### config.mk
export PLATFORM = sky130hd
export DESIGN_NAME = streak_game_fsm
export DESIGN_NICKNAME = d
export VERILOG_FILES = /design/src/rtl/streak_game_fsm.sv
export SDC_FILE = /design/constraint.sdc
export NUM_CORES = 1
export LEC_CHECK = 0
export CAP_MARGIN = 5
export CORE_ASPECT_RATIO = 1.25
export CORE_MARGIN = 3
export CORE_UTILIZATION = 30
export DETAILED_ROUTE_END_ITERATION = 8
export SLEW_MARGIN = 20
export SYNTH_ARGS = -nofsm -noshare
export SYNTH_HDL_FRONTEND = slang
export SYNTH_SLANG_ARGS = --single-unit
### constraint.sdc
create_clock -name clk -period 3.94 [get_ports clk]
set_clock_uncertainty 0.15 [all_clocks]
set_input_delay 0.591 -clock clk [delete_from_list [all_inputs] [get_ports clk]]
set_output_delay 0.591 -clock clk [all_outputs]
set_load 0.005 [all_outputs]
### src/rtl/streak_game_fsm.sv
// rtl/streak_game_fsm.sv - win-streak referee for the rock-paper-scissors datapath
module streak_game_fsm #(
    parameter int WIN_TARGET  = 3,
    parameter int LIVES       = 1,
    parameter int DRAW_BREAKS = 0,
    parameter int MAX_ROUNDS  = 0,
    localparam int SW = $clog2(WIN_TARGET + 1),
    localparam int LW = $clog2(LIVES + 1)
) (
    input  logic                  clk,
    input  logic                  reset,
    input  logic [1:0]            signal,
    input  logic                  signal_valid,
    input  logic                  start,
    output logic [WIN_TARGET-1:0] light_output,
    output logic [1:0]            status,
    output logic [SW-1:0]         streak,
    output logic [LW-1:0]         lives_left,
    output logic [7:0]            round_count,
    output logic [SW-1:0]         best_streak
);

    // State encoding doubles as the status code so status is a plain register.
    typedef enum logic [1:0] {
        S_LOST = 2'b00,
        S_PLAY = 2'b01,
        S_IDLE = 2'b10,
        S_WON  = 2'b11
    } state_t;

    localparam logic [SW-1:0]         WIN_T   = SW'(WIN_TARGET);
    localparam logic [LW-1:0]         LIVES_V = LW'(LIVES);
    localparam logic [7:0]            MAX_R   = 8'(MAX_ROUNDS);
    localparam logic [WIN_TARGET-1:0] ONES    = '1;

    state_t        state_q, state_d;
    logic [SW-1:0] streak_q, streak_d;
    logic [LW-1:0] lives_q, lives_d;
    logic [7:0]    rounds_q, rounds_d;
    logic [SW-1:0] best_q, best_d;
    logic [7:0]    rounds_inc;
    logic          round_taken;

    always_comb begin
        state_d     = state_q;
        streak_d    = streak_q;
        lives_d     = lives_q;
        rounds_d    = rounds_q;
        best_d      = best_q;
        rounds_inc  = (rounds_q == 8'hFF) ? rounds_q : rounds_q + 8'd1;
        round_taken = (state_q == S_PLAY) && signal_valid && (signal != 2'b10);

        if (start) begin
            state_d  = S_PLAY;
            streak_d = '0;
            lives_d  = LIVES_V;
            rounds_d = '0;
        end else if (round_taken) begin
            rounds_d = rounds_inc;
            case (signal)
                2'b11: begin
                    streak_d = streak_q + 1'b1;
                    if (streak_d == WIN_T) state_d = S_WON;
                end
                2'b01: begin
                    if (DRAW_BREAKS != 0) streak_d = '0;
                end
                default: begin
                    streak_d = '0;
                    lives_d  = lives_q - 1'b1;
                    if (lives_q == LW'(1)) state_d = S_LOST;
                end
            endcase
            // A win on the last allowed round beats the round limit.
            if ((MAX_ROUNDS != 0) && (rounds_inc == MAX_R) && (state_d != S_WON))
                state_d = S_LOST;
            if (streak_d > best_q) best_d = streak_d;
        end
    end

    always_ff @(posedge clk or negedge reset) begin
        if (!reset) begin
            state_q  <= S_IDLE;
            streak_q <= '0;
            lives_q  <= LIVES_V;
            rounds_q <= '0;
            best_q   <= '0;
        end else begin
            state_q  <= state_d;
            streak_q <= streak_d;
            lives_q  <= lives_d;
            rounds_q <= rounds_d;
            best_q   <= best_d;
        end
    end

    // Thermometer fills from the MSB; terminal states light everything.
    always_comb begin
        case (state_q)
            S_IDLE:  light_output = '0;
            S_PLAY:  light_output = ~(ONES >> streak_q);
            default: light_output = ONES;
        endcase
    end

    assign status      = state_q;
    assign streak      = streak_q;
    assign lives_left  = lives_q;
    assign round_count = rounds_q;
    assign best_streak = best_q;

endmodule

==> flow_summary.json <==
{
  "p_total_mw": 0.356,
  "diodes": 0,
  "p_per_area_mw_per_mm2": 286,
  "die_x_um": 56.9,
  "yosys-top-cells-area": "dfrtp_1 (33%), ha_1 (7.7%), dfstp_2 (5.4%), a21oi_1 (4.1%), mux2_4 (3.1%)",
  "cts_buffer_depth": 2,
  "r2r-start": "streak[0]",
  "final_net_count": 130,
  "required_ns": 3.96,
  "drive_above_1_share_pct": 11.1,
  "worstHoldPathType": "flop to flop",
  "post-route-util_pct": 41.1,
  "post-cts-setup-buffer-count": 0,
  "vias": 810,
  "place_congestion": 0.784,
  "synthArstFlopShare_pct": 100,
  "ios": 24,
  "ys.flop_type": "dfrtp_1",
  "ys_warn_count": 0,
  "vdd_drop_max_uv": 171,
  "met2_length_mm": 1.05,
  "yosysSeqAreaShare_pct": 38.9,
  "drt_pass1_iterations": 4,
  "grt_start_max_net_pins": 16,
  "rr_endpoint": "best_streak[1]",
  "rows": 22,
  "synthTopCellsByCount": "dfrtp_1 (13), a21oi_1 (8), ha_1 (6), inv_1 (6)",
  "htreeDepth": 1,
  "min_period_ns": 2.65,
  "finalSetupViolCount": 0,
  "maxCapViolations": 0,
  "wl_mm": 2.22,
  "die_h_um": 69.6,
  "path_max_fanout": 5,
  "slew_viol_final": 0,
  "cts_sinks": 15,
  "hold_start": "status[1]",
  "slew_headroom_pct": 52.0,
  "drtIter0Drc": 25,
  "min_to": "status[1]",
  "startpoint_type": "input pin",
  "total_leakage_power_nw": 0.481,
  "numCtsBuffers": 3,
  "synth_nets": 106,
  "vias_per_cell": 5.29,
  "worstSetupEndpointType": "flop",
  "dp_hpwl_mm": 1.61,
  "fin_crit_sh_pct": 67.1,
  "top_layer_used": "met4",
  "synth_area_um2": 972,
  "yosysMostFrequentCell": "dfrtp_1",
  "port-buffer-count": 23,
  "grt_pass1_wl_mm": 3.89,
  "clk_latency_ns": 0.29,
  "drc": 0,
  "crit_path_start": "signal[1]",
  "syn_to_final_growth_pct": 28.1,
  "crit_type": "input pin to flop",
  "clk_pin_slew_ns": 0.09,
  "core_area_mm2": 0.00303,
  "status": "finished clean",
  "post_cts_resized": 0,
  "synth_area_leader_cell": "dfrtp_1",
  "tightest_slew_ns": 0.717,
  "hold_depth": 2,
  "slowest_delay_ns": 0.61,
  "synthCells": 94,
  "ctsHoldBuffers": 0,
  "synth_top_area_share_pct": 33.5,
  "syn_avg_cell_area_um2": 10.3,
  "finalSetupTns_ns": 0,
  "die-area_mm2": 0.00396,
  "synth_edf_count": 0,
  "grt_antenna_before_repair": 0,
  "cp_slowest_cell": "clkdlybuf4s50_1",
  "grt_setup_unrepaired": "false",
  "ant_nets": 0,
  "rr_worst_depth": 8,
  "finalHoldViolations": 0,
  "grt_pass1_vias": 841,
  "wl_per_cell_um": 14.5,
  "grt.overflow.total": 0,
  "rrSetupSlack_ns": 1.46,
  "fmax_mhz": 378,
  "path_cells": "clkdlybuf4s50_1 -> mux2i_1 -> nor2b_1 -> ha_1 -> a21oi_1 -> a2111oi_4 -> mux2_4",
  "wl_met1_mm": 1.04,
  "cts_root_buf": "clkbuf_4",
  "arrival_ns": 2.67,
  "yosysUniqueCellTypes": 42,
  "wl_met3_um": 113,
  "cts_tree": "built",
  "grt_use_total_pct": 12.1,
  "synth.ff_latch_count": 15,
  "initial_core_util_pct": 32.1
}
[power breakdown]
group	switching [mW]	total (mW)	internal, mW
sequential	0.0101	0.174	0.163
clock	0.0506	0.0900	0.0393
combinational	0.0405	0.0922	0.0517
[layout by cell type, fill, tap and decap left out, types with 2 or more instances in the layout]
master and instances:
dfrtp_1 13, nor2b_1 2, nand3_1 4, clkbuf_4 3, nand2_1 4, a21oi_1 8
and3_1 2, nand2b_1 3, mux2i_1 2, o31ai_1 3, a21boi_1 2, or4_1 3
nor2_1 3, clkdlybuf4s50_1 23, mux2_4 2, o21ai_1 2, dfstp_2 2, or3_1 2
inv_1 6, ha_1 6
[sequential cells by signal, indices dropped and copies added (netlist names)]
signal and flops:
best_streak 2, lives_left 1, round_count 8, status 2, streak 2
[worst max-delay path, delay by kind of cell]
family	cells	cell delay, ns
buffers and inverters	1	0.61
muxes	2	0.54
AOI/OAI and AO/OA	2	0.48
adders and majority gates	1	0.34
and+or+nand+nor	1	0.09
[logic make-up (layout without fill, tap and decap cells)]
group	after synthesis	in the layout	synth area share (%)
XOR/XNOR	2	2	1.80
AND/OR/NAND/NOR	33	33	22.7
adder cells (fa/ha/maj)	6	6	7.72
AO/OA/AOI/OAI	22	22	17.0
flip-flops	15	15	38.9
multiplexers	5	5	6.31
buffers and inverters	11	34	5.66
[metrics by stage]
step                      instance area (um2)  setup WS, ns  instances  hold slack (ns)
after floorplan                           972          1.63         94            0.145
after global placement                   1220          1.06        149            0.361
after detailed placement                 1220         0.989        149            0.370
after CTS                                1240          1.30        153            0.382
after global routing                     1240          1.19        153            0.395
final                                    1240          1.29        153            0.378
[how the worst max path moves through the flow]
stage,end,slack [ns],cells past startpoint
6_report,best_streak[1],1.29,7
5_1_grt,best_streak[0],1.19,7
4_1_cts,best_streak[1],1.30,7
3_5_place_dp,best_streak[1],0.99,7
3_3_place_gp,best_streak[0],1.06,7
2_1_floorplan,best_streak[0],1.63,8
[area by class of cell]
cell class	instances	area [um2]
Clock buffer	4	26.3
Fill cell	311	1780
Inverter	7	26.3
Multi-Input combinational cell	68	539
Sequential cell	15	378
Tap cell	36	45.0
Timing Repair Buffer	23	230
[per-layer routing]
layer  track usage (%)  up-vias
li1                  -      390
met1              15.5      397
met2              19.7       21
met3              2.79        2
met4              3.87        0
met5                 0        -
Note: power is estimated with default switching activity, not from simulation.
